**src/rtl/id_hazard_fwd_unit_if.sv**
```systemverilog
// ID-stage hazard/forwarding bundle: pipeline-side signals plus FSM debug view.
// Optional HAZARD_STALL_COUNT_EN adds the o_stall_cycles counter output.
interface id_hazard_fwd_unit_if #(
    parameter int NB_ADDR = 5,
    parameter int NB_CNT  = 2
);
    logic               i_pipe_en;
    logic [NB_ADDR-1:0] i_rs_id;
    logic [NB_ADDR-1:0] i_rt_id;
    logic               i_use_rs_id;
    logic               i_use_rt_id;
    logic               i_branch_id;
    logic               i_branch_taken_id;
    logic [NB_ADDR-1:0] i_rd_ex;
    logic               i_regWrite_ex;
    logic               i_memRead_ex;
    logic [NB_ADDR-1:0] i_rd_ex_m;
    logic               i_regWrite_ex_m;
    logic               i_memRead_ex_m;
    logic [NB_ADDR-1:0] i_rd_m_wb;
    logic               i_regWrite_m_wb;
    logic [1:0]         o_forwardA_ID;
    logic [1:0]         o_forwardB_ID;
    logic               o_stall;
    logic               o_flush_if;
    // Debug view of the stall FSM: 0 = S_IDLE, 1 = S_STALL.
    logic               o_dbg_state;
    logic [NB_CNT-1:0]  o_dbg_cnt;
`ifdef HAZARD_STALL_COUNT_EN
    logic [31:0]        o_stall_cycles;
`endif

    modport master (
        output i_pipe_en, i_rs_id, i_rt_id, i_use_rs_id, i_use_rt_id,
        output i_branch_id, i_branch_taken_id,
        output i_rd_ex, i_regWrite_ex, i_memRead_ex,
        output i_rd_ex_m, i_regWrite_ex_m, i_memRead_ex_m,
        output i_rd_m_wb, i_regWrite_m_wb,
        input  o_forwardA_ID, o_forwardB_ID, o_stall, o_flush_if,
`ifdef HAZARD_STALL_COUNT_EN
        input  o_stall_cycles,
`endif
        input  o_dbg_state, o_dbg_cnt
    );

    modport slave (
        input  i_pipe_en, i_rs_id, i_rt_id, i_use_rs_id, i_use_rt_id,
        input  i_branch_id, i_branch_taken_id,
        input  i_rd_ex, i_regWrite_ex, i_memRead_ex,
        input  i_rd_ex_m, i_regWrite_ex_m, i_memRead_ex_m,
        input  i_rd_m_wb, i_regWrite_m_wb,
        output o_forwardA_ID, o_forwardB_ID, o_stall, o_flush_if,
`ifdef HAZARD_STALL_COUNT_EN
        output o_stall_cycles,
`endif
        output o_dbg_state, o_dbg_cnt
    );
endinterface

```
**src/rtl/id_hazard_fwd_unit.sv**
```systemverilog
// ID-stage forwarding selects, load-use/branch stall detection, IF/ID flush.
// Optional HAZARD_STALL_COUNT_EN adds a saturating stalled-cycle counter.
module id_hazard_fwd_unit #(
    parameter int NB_ADDR = 5,
    parameter int NB_CNT  = 2
) (
    input logic                 i_clk,
    input logic                 i_rst_n,
    id_hazard_fwd_unit_if.slave bus
);
    localparam logic [NB_ADDR-1:0] R_ZERO = '0;

    typedef enum logic {S_IDLE = 1'b0, S_STALL = 1'b1} state_t;

    state_t            r_state;
    logic [NB_CNT-1:0] r_cnt;

    function automatic logic f_match(input logic [NB_ADDR-1:0] x,
                                     input logic [NB_ADDR-1:0] rd,
                                     input logic we);
        return we && (rd != R_ZERO) && (rd == x);
    endfunction

    function automatic logic [NB_CNT-1:0] f_need(input logic m_ex, input logic m_exm,
                                                 input logic ld_ex, input logic ld_exm,
                                                 input logic br);
        logic [NB_CNT-1:0] n;
        n = '0;
        if (m_ex && ld_ex)
            n = br ? NB_CNT'(2) : NB_CNT'(1);
        else if (m_ex && br)
            n = NB_CNT'(1);
        else if (m_exm && ld_exm && br)
            n = NB_CNT'(1);
        return n;
    endfunction

    logic w_rs_ex, w_rs_exm, w_rs_wb, w_rt_ex, w_rt_exm, w_rt_wb;
    assign w_rs_ex  = bus.i_use_rs_id && f_match(bus.i_rs_id, bus.i_rd_ex,   bus.i_regWrite_ex);
    assign w_rs_exm = bus.i_use_rs_id && f_match(bus.i_rs_id, bus.i_rd_ex_m, bus.i_regWrite_ex_m);
    assign w_rs_wb  = bus.i_use_rs_id && f_match(bus.i_rs_id, bus.i_rd_m_wb, bus.i_regWrite_m_wb);
    assign w_rt_ex  = bus.i_use_rt_id && f_match(bus.i_rt_id, bus.i_rd_ex,   bus.i_regWrite_ex);
    assign w_rt_exm = bus.i_use_rt_id && f_match(bus.i_rt_id, bus.i_rd_ex_m, bus.i_regWrite_ex_m);
    assign w_rt_wb  = bus.i_use_rt_id && f_match(bus.i_rt_id, bus.i_rd_m_wb, bus.i_regWrite_m_wb);

    // A load in EX/MEM has no data yet, so it cannot be a forwarding source.
    logic [1:0] w_fwd_a, w_fwd_b;
    always_comb begin
        w_fwd_a = 2'b00;
        w_fwd_b = 2'b00;
        if (w_rs_exm && !bus.i_memRead_ex_m) w_fwd_a = 2'b01;
        else if (w_rs_wb)                    w_fwd_a = 2'b10;
        if (w_rt_exm && !bus.i_memRead_ex_m) w_fwd_b = 2'b01;
        else if (w_rt_wb)                    w_fwd_b = 2'b10;
    end

    logic [NB_CNT-1:0] w_n_rs, w_n_rt, w_n;
    assign w_n_rs = f_need(w_rs_ex, w_rs_exm, bus.i_memRead_ex, bus.i_memRead_ex_m, bus.i_branch_id);
    assign w_n_rt = f_need(w_rt_ex, w_rt_exm, bus.i_memRead_ex, bus.i_memRead_ex_m, bus.i_branch_id);
    assign w_n    = (w_n_rs > w_n_rt) ? w_n_rs : w_n_rt;

    logic w_stall_raw;
    assign w_stall_raw = (r_state == S_STALL) || (w_n != '0);

    // Only stalls longer than one cycle are committed; the first cycle is combinational.
    always_ff @(posedge i_clk) begin
        if (!i_rst_n) begin
            r_state <= S_IDLE;
            r_cnt   <= '0;
        end else if (bus.i_pipe_en) begin
            case (r_state)
                S_IDLE: begin
                    if (w_n >= NB_CNT'(2)) begin
                        r_cnt   <= w_n - NB_CNT'(1);
                        r_state <= S_STALL;
                    end
                end
                S_STALL: begin
                    r_cnt <= r_cnt - NB_CNT'(1);
                    if (r_cnt == NB_CNT'(1)) r_state <= S_IDLE;
                end
                default: r_state <= S_IDLE;
            endcase
        end
    end

    assign bus.o_forwardA_ID = i_rst_n ? w_fwd_a : 2'b00;
    assign bus.o_forwardB_ID = i_rst_n ? w_fwd_b : 2'b00;
    assign bus.o_stall       = i_rst_n && w_stall_raw;
    assign bus.o_flush_if    = i_rst_n && bus.i_branch_taken_id && !w_stall_raw;
    assign bus.o_dbg_state   = (r_state == S_STALL);
    assign bus.o_dbg_cnt     = r_cnt;

`ifdef HAZARD_STALL_COUNT_EN
    logic [31:0] r_stall_cycles;
    always_ff @(posedge i_clk) begin
        if (!i_rst_n)
            r_stall_cycles <= '0;
        else if (w_stall_raw && bus.i_pipe_en && (r_stall_cycles != 32'hFFFF_FFFF))
            r_stall_cycles <= r_stall_cycles + 32'd1;
    end
    assign bus.o_stall_cycles = i_rst_n ? r_stall_cycles : 32'd0;
`endif
endmodule

```
**src/flat_wrapper.sv**
```systemverilog
// flat-port wrapper written by rule: the top's interface ports become plain ports
module id_hazard_fwd_unit_flat 
#(
    parameter int NB_ADDR = 5,
    parameter int NB_CNT  = 2
)
  (i_clk, i_rst_n, bus_i_pipe_en, bus_i_rs_id, bus_i_rt_id, bus_i_use_rs_id, bus_i_use_rt_id, bus_i_branch_id, bus_i_branch_taken_id, bus_i_rd_ex, bus_i_regWrite_ex, bus_i_memRead_ex, bus_i_rd_ex_m, bus_i_regWrite_ex_m, bus_i_memRead_ex_m, bus_i_rd_m_wb, bus_i_regWrite_m_wb, bus_o_forwardA_ID, bus_o_forwardB_ID, bus_o_stall, bus_o_flush_if, bus_o_dbg_state, bus_o_dbg_cnt);
  id_hazard_fwd_unit_if #(.NB_ADDR(NB_ADDR), .NB_CNT(NB_CNT)) bus_i ();
  input logic i_clk;
  input logic i_rst_n;
  input wire logic [$bits(bus_i.i_pipe_en)-1:0] bus_i_pipe_en;
  input wire logic [$bits(bus_i.i_rs_id)-1:0] bus_i_rs_id;
  input wire logic [$bits(bus_i.i_rt_id)-1:0] bus_i_rt_id;
  input wire logic [$bits(bus_i.i_use_rs_id)-1:0] bus_i_use_rs_id;
  input wire logic [$bits(bus_i.i_use_rt_id)-1:0] bus_i_use_rt_id;
  input wire logic [$bits(bus_i.i_branch_id)-1:0] bus_i_branch_id;
  input wire logic [$bits(bus_i.i_branch_taken_id)-1:0] bus_i_branch_taken_id;
  input wire logic [$bits(bus_i.i_rd_ex)-1:0] bus_i_rd_ex;
  input wire logic [$bits(bus_i.i_regWrite_ex)-1:0] bus_i_regWrite_ex;
  input wire logic [$bits(bus_i.i_memRead_ex)-1:0] bus_i_memRead_ex;
  input wire logic [$bits(bus_i.i_rd_ex_m)-1:0] bus_i_rd_ex_m;
  input wire logic [$bits(bus_i.i_regWrite_ex_m)-1:0] bus_i_regWrite_ex_m;
  input wire logic [$bits(bus_i.i_memRead_ex_m)-1:0] bus_i_memRead_ex_m;
  input wire logic [$bits(bus_i.i_rd_m_wb)-1:0] bus_i_rd_m_wb;
  input wire logic [$bits(bus_i.i_regWrite_m_wb)-1:0] bus_i_regWrite_m_wb;
  output wire logic [$bits(bus_i.o_forwardA_ID)-1:0] bus_o_forwardA_ID;
  output wire logic [$bits(bus_i.o_forwardB_ID)-1:0] bus_o_forwardB_ID;
  output wire logic [$bits(bus_i.o_stall)-1:0] bus_o_stall;
  output wire logic [$bits(bus_i.o_flush_if)-1:0] bus_o_flush_if;
  output wire logic [$bits(bus_i.o_dbg_state)-1:0] bus_o_dbg_state;
  output wire logic [$bits(bus_i.o_dbg_cnt)-1:0] bus_o_dbg_cnt;
  assign bus_i.i_pipe_en = bus_i_pipe_en;
  assign bus_i.i_rs_id = bus_i_rs_id;
  assign bus_i.i_rt_id = bus_i_rt_id;
  assign bus_i.i_use_rs_id = bus_i_use_rs_id;
  assign bus_i.i_use_rt_id = bus_i_use_rt_id;
  assign bus_i.i_branch_id = bus_i_branch_id;
  assign bus_i.i_branch_taken_id = bus_i_branch_taken_id;
  assign bus_i.i_rd_ex = bus_i_rd_ex;
  assign bus_i.i_regWrite_ex = bus_i_regWrite_ex;
  assign bus_i.i_memRead_ex = bus_i_memRead_ex;
  assign bus_i.i_rd_ex_m = bus_i_rd_ex_m;
  assign bus_i.i_regWrite_ex_m = bus_i_regWrite_ex_m;
  assign bus_i.i_memRead_ex_m = bus_i_memRead_ex_m;
  assign bus_i.i_rd_m_wb = bus_i_rd_m_wb;
  assign bus_i.i_regWrite_m_wb = bus_i_regWrite_m_wb;
  assign bus_o_forwardA_ID = bus_i.o_forwardA_ID;
  assign bus_o_forwardB_ID = bus_i.o_forwardB_ID;
  assign bus_o_stall = bus_i.o_stall;
  assign bus_o_flush_if = bus_i.o_flush_if;
  assign bus_o_dbg_state = bus_i.o_dbg_state;
  assign bus_o_dbg_cnt = bus_i.o_dbg_cnt;
  id_hazard_fwd_unit #(.NB_ADDR(NB_ADDR), .NB_CNT(NB_CNT)) u_core (.i_clk(i_clk), .i_rst_n(i_rst_n), .bus(bus_i));
endmodule
```
**config.mk**
```make
export PLATFORM = sky130hd
export DESIGN_NAME = id_hazard_fwd_unit_flat
export DESIGN_NICKNAME = d
export VERILOG_FILES = /design/src/rtl/id_hazard_fwd_unit_if.sv /design/src/rtl/id_hazard_fwd_unit.sv /design/src/flat_wrapper.sv
export SDC_FILE = /design/constraint.sdc
export NUM_CORES = 1
export LEC_CHECK = 0
export ABC_AREA = 0
export CORE_MARGIN = 2
export CORE_UTILIZATION = 39
export DETAILED_ROUTE_END_ITERATION = 12
export PLACE_DENSITY = 0.89
export SETUP_SLACK_MARGIN = 0.5
export SYNTH_ARGS = -nofsm -noshare
export SYNTH_HDL_FRONTEND = slang
export SYNTH_SLANG_ARGS = --single-unit
```
**constraint.sdc**
```tcl
create_clock -name i_clk -period 4.97 [get_ports i_clk]
set_input_delay 1.2425 -clock i_clk [delete_from_list [all_inputs] [get_ports i_clk]]
set_output_delay 1.2425 -clock i_clk [all_outputs]
set_load 0.1 [all_outputs]
```
==> results of run 1 <==
==> repair_timing <==
action / in CTS
setup endpoints to repair: 2
cloned: 0
gates resized for setup: 98
pin swaps: 26
buffers inserted: 7
==> metal layers <==
layer | GRT overflow | global-route usage [%]
met5 | 0 | 0
met3 | 1 | 39.58
met2 | 39 | 94.74
met4 | 23 | 85.14
met1 | 0 | 63.42
==> per-stage QoR <==
| stage | util, % | hold WS (ps) |
|---|---|---|
| 2_1_floorplan | - | 972.9 |
| 4_1_cts | 94.81 | 585.2 |
| 3_3_place_gp | 82.94 | 561.3 |
| 3_5_place_dp | 82.94 | 588.1 |
==> cells by family after synthesis <==
group / Yosys count / synth area share [%]
xor+xnor: 30 / 30.88
buf+inv: 8 / 3.530
mux: 1 / 1.177
simple gates: 47 / 30.00
compound gates: 20 / 20.00
flops: 3 / 7.059
fa+ha+maj: 5 / 7.353
==> out/results.txt, run 1 <==
Status: did not finish
Stop stage: global routing
Log Error: [ERROR GRT-0232] Routing congestion too high. Check the congestion heatmap in the GUI.
Largest net degree at the start of global routing: 9
Synth Instances: 114
DIE WIDTH: 50.71 um
Port bufs: 45
H-tree Lvls: 1
Flops & latches, synth: 3
Syn Nets: 156
IO Count: 46
Number of buffers created by CTS: 3
Post-place instance area: 1660 um^2
Most frequent cells after synthesis: 17 x xor2_1, 13 x xnor2_1, 11 x nand2_1
EDFF count, synth: 0
Clk root buf: clkbuf_4
Tot GR Track Use: 68.65%
Initial Utilization: 42.50%
Async set-or-reset flop fraction in the synthesized netlist: 0%
Yosys top cell area share: 17.50%
Top-count cell post-synth: xor2_1
Congestion Overflow GR: 63
Worst endpoint type: top-level output
Yosys warnings: 0
Sinks on Clock Net: 3
CTS Buffer Depth: 2
Rows: 16
Die height: 50.71 um
Primary FF master, synth: dfxtp_1
GPL Wtd Cong: 0.8524
Post-DP HPWL: 2845 um
Worst Endpoint after GRT Repair: bus_o_flush_if
Area leader, netlist: xor2_1
Cell variety after synth: 34
Pre-CTS WS: -397.3 ps
Sequential fraction of the synthesis area: 7.059%
Placed cell count: 221
Cts hold-fix bufs: 0
Post-Synthesis Cell Area: 850.8 um^2
Avg Cell Area, Syn: 7.463 um^2
Synth top area cells: xor2_1 18%, xnor2_1 13%, ha_1 7.4%, dfxtp_1 7.1%, nand2_1 4.9%
==> run 2: changes to the inputs <==
--- a/config.mk
+++ b/config.mk
@@ -6,11 +6,10 @@
 export NUM_CORES = 1
 export LEC_CHECK = 0
 export ABC_AREA = 0
-export CORE_MARGIN = 2
-export CORE_UTILIZATION = 39
+export CORE_AREA = 2 2 63 65
 export DETAILED_ROUTE_END_ITERATION = 12
-export PLACE_DENSITY = 0.89
-export SETUP_SLACK_MARGIN = 0.5
+export DIE_AREA = 0 0 65 67
+export PLACE_DENSITY_LB_ADDON = 0.15
 export SYNTH_ARGS = -nofsm -noshare
 export SYNTH_HDL_FRONTEND = slang
 export SYNTH_SLANG_ARGS = --single-unit
==> out/results.txt, run 2 <==
Status: finished, final reports clean
CTS Buffer Depth: 2
Share of cells above drive strength 1: 48.11%
Primary FF master, synth: dfxtp_1
Async set-or-reset flop fraction in the synthesized netlist: 0%
Leak: 0.8745 nW
Crit-path max FO: 3
Area leader, netlist: xor2_1
Final setup fails: 0
Initial DRT Pass Iterations: 4
Worst Path Required: 3730 ps
Critical-path cell list: clkdlybuf4s15_2 -> xor2_1 -> or4_4 -> nor2_2 -> nand3_2 -> ha_4 -> nor2_4 -> a2bb2oi_4 -> mux2i_1 -> ha_2 -> and3_4 -> buf_12
Vias: 1194
Tot GR Track Use: 15.93%
Setup repair after global routing missed its margin: yes
Cell variety after synth: 34
Number of buffers created by CTS: 3
CP Buf/Inv Count: 2
Final worst-path cycle share: 99.86%
Die height: 67 um
R2r endpoint: u_core.bus.o_dbg_cnt[0]
Sequential fraction of the synthesis area: 7.059%
Initial Utilization: 23.59%
Worst IR drop on VDD: 55.16 uV
Avg Cell Area, Syn: 7.463 um^2
Final Hold Fails: 0
Min Tclk post-route: 4963 ps
Slowest stage cell on the critical path: or4_4
H-tree Lvls: 1
Die area: 4355 um^2
DR DRC count: 0
Critical path's largest stage delay: 510 ps
Vias in the first global route: 1293
Clk pin slew, worst setup/hold paths: 30 ps
Sinks on Clock Net: 3
Worst-Skew Late Latency: 210 ps
GPL Wtd Cong: 0.8623
Post-Synthesis Cell Area: 850.8 um^2
Hold Path Stages: 2
Slew Viols, Final: 0
Rows: 22
Commonest non-fill, non-tap cell in the layout: buf_4
Max reg flops: 2
Crit start category: input port
Most frequent cells in the layout: 48 x buf_4, 17 x xor2_1, 13 x clkdlybuf4s50_1
Post-route cell area: 2013 um^2
ANT nets after route: 0
Fill cells: 353
R2R Setup Slk: 3870 ps
Core ar.: 3606 um^2
Flops & latches, synth: 3
Hold EP: u_core.bus.o_dbg_cnt[1]
Max cap viols: 0
Post-DR wirelength/cell: 12.78 um
Post-place instance area: 1700 um^2
Clk root buf: clkbuf_8
Yosys top cell area share: 17.50%
Rel. slew slack: 35.25%
Worst-Margin Slew: 968.3 ps
Worst r2r src: u_core.bus.o_dbg_state
Synth Instances: 114
# diodes: 0
Congestion Overflow GR: 0
Pwr per Cell Area: 116.8 nW/um^2
EDFF count, synth: 0
Synth top area cells: xor2_1 18%, xnor2_1 13%, ha_1 7.4%, dfxtp_1 7.1%, nand2_1 4.9%
Most frequent cells after synthesis: 17 x xor2_1, 13 x xnor2_1, 11 x nand2_1
Final WL: 3323 um
Top-count cell post-synth: xor2_1
Worst slack on hold paths: 576.4 ps
Nets: 255
Vias/cell: 4.592
Initial antenna violation count: 0
WS Path Type: input port to output port
IO Count: 46
Post-route setup TNS: 0 ps
Worst path top cell family by delay: simple AND/OR/NAND/NOR gates
Initial DRC Count: 15
DIE WIDTH: 65 um
Hold Crit Class: flop to flop
Fmax: 0.2015 GHz
CTS tree: built
R2R cell count: 5
Crit. End Element: output port
Port bufs: 45
Yosys warnings: 0
Critical Path Stages: 12
Syn Nets: 156
Setup Skew: 2.457 ps
Global-route wire length before repair: 5423 um
Post-DP HPWL: 2623 um
P&R area growth vs syn: 136.6%
Critical Path AT: 3720 ps
Largest net degree at the start of global routing: 9
Worst Min Path Start: u_core.bus.o_dbg_state
run 2: worst max-delay path by stage:
stage | start | end | slack, ps
2_1_floorplan | bus_i_rd_ex[0] | bus_o_stall | -30
3_3_place_gp | bus_i_rs_id[4] | bus_o_flush_if | -490
3_5_place_dp | bus_i_rs_id[4] | bus_o_flush_if | -520
4_1_cts | bus_i_rd_ex_m[4] | bus_o_flush_if | 2
5_1_grt | bus_i_rd_ex[0] | bus_o_flush_if | -80
6_report | bus_i_rt_id[0] | bus_o_flush_if | 7
run 2: logic make-up (layout without fill, tap and decap cells):
logic type,Yosys count,count (layout),share of synthesized area (%)
mux,1,1,1.177
xor+xnor,30,30,30.88
simple gates,47,47,30.00
compound gates,20,20,20.00
fa+ha+maj,5,5,7.353
buf+inv,8,106,3.530
flops,3,3,7.059
run 2: area by class of cell:
class | instances | area [um^2] | share of cell area (%)
Multi-Input combinational cell | 103 | 982.2 | 48.79
Timing Repair Buffer | 94 | 835.8 | 41.52
Sequential cell | 3 | 60.06 | 2.983
Tap cell | 48 | 60.06 | 2.983
Clock buffer | 4 | 45.04 | 2.237
Inverter | 8 | 30.03 | 1.492
run 2: metrics by stage:
| step | power, mW | instances | worst slack [ps] | utilization, % |
|---|---|---|---|---|
| final | 0.2352 | 260 | 7.040 | 55.83 |
| after global routing | 0.2522 | 260 | -80.55 | 55.83 |
| after CTS | 0.2299 | 257 | 2.354 | 52.12 |
| after detailed placement | 0.1564 | 244 | -520.0 | 47.15 |
| after global placement | 0.1548 | 244 | -485.2 | 47.15 |
| after floorplan | 0.08324 | 114 | -31.99 | - |
run 2: timing repair:
action,CTS,global route
endpoints found under the setup margin,2,2
hold buffers,0,0
pin swaps,16,22
setup buffers,9,3
resized for setup,57,33
run 2: where the power goes:
part | leakage [nW] | switching [mW] | internal, mW
Combinational | 0.828 | 0.0661 | 0.0713
Clock | 0.0228 | 0.0151 | 0.0546
Sequential | 0.0242 | 0.00214 | 0.0259
Total | 0.875 | 0.0834 | 0.152
run 2: worst min-delay path, cell delays in order, from the launching register on:
cell and delay, ps:
dfxtp_1 360, nor2_1 120, nor2_1 40
run 2: metal layers:
metal,GRT usage [%],vias up,part of all wire [%]
met2,33.63,41,56
met4,4.255,0,1.6
li1,-,608,-
met3,3.041,6,5.4
met1,15.35,539,37
met5,0,-,0
No activity file was read; power rests on OpenSTA's default activity.
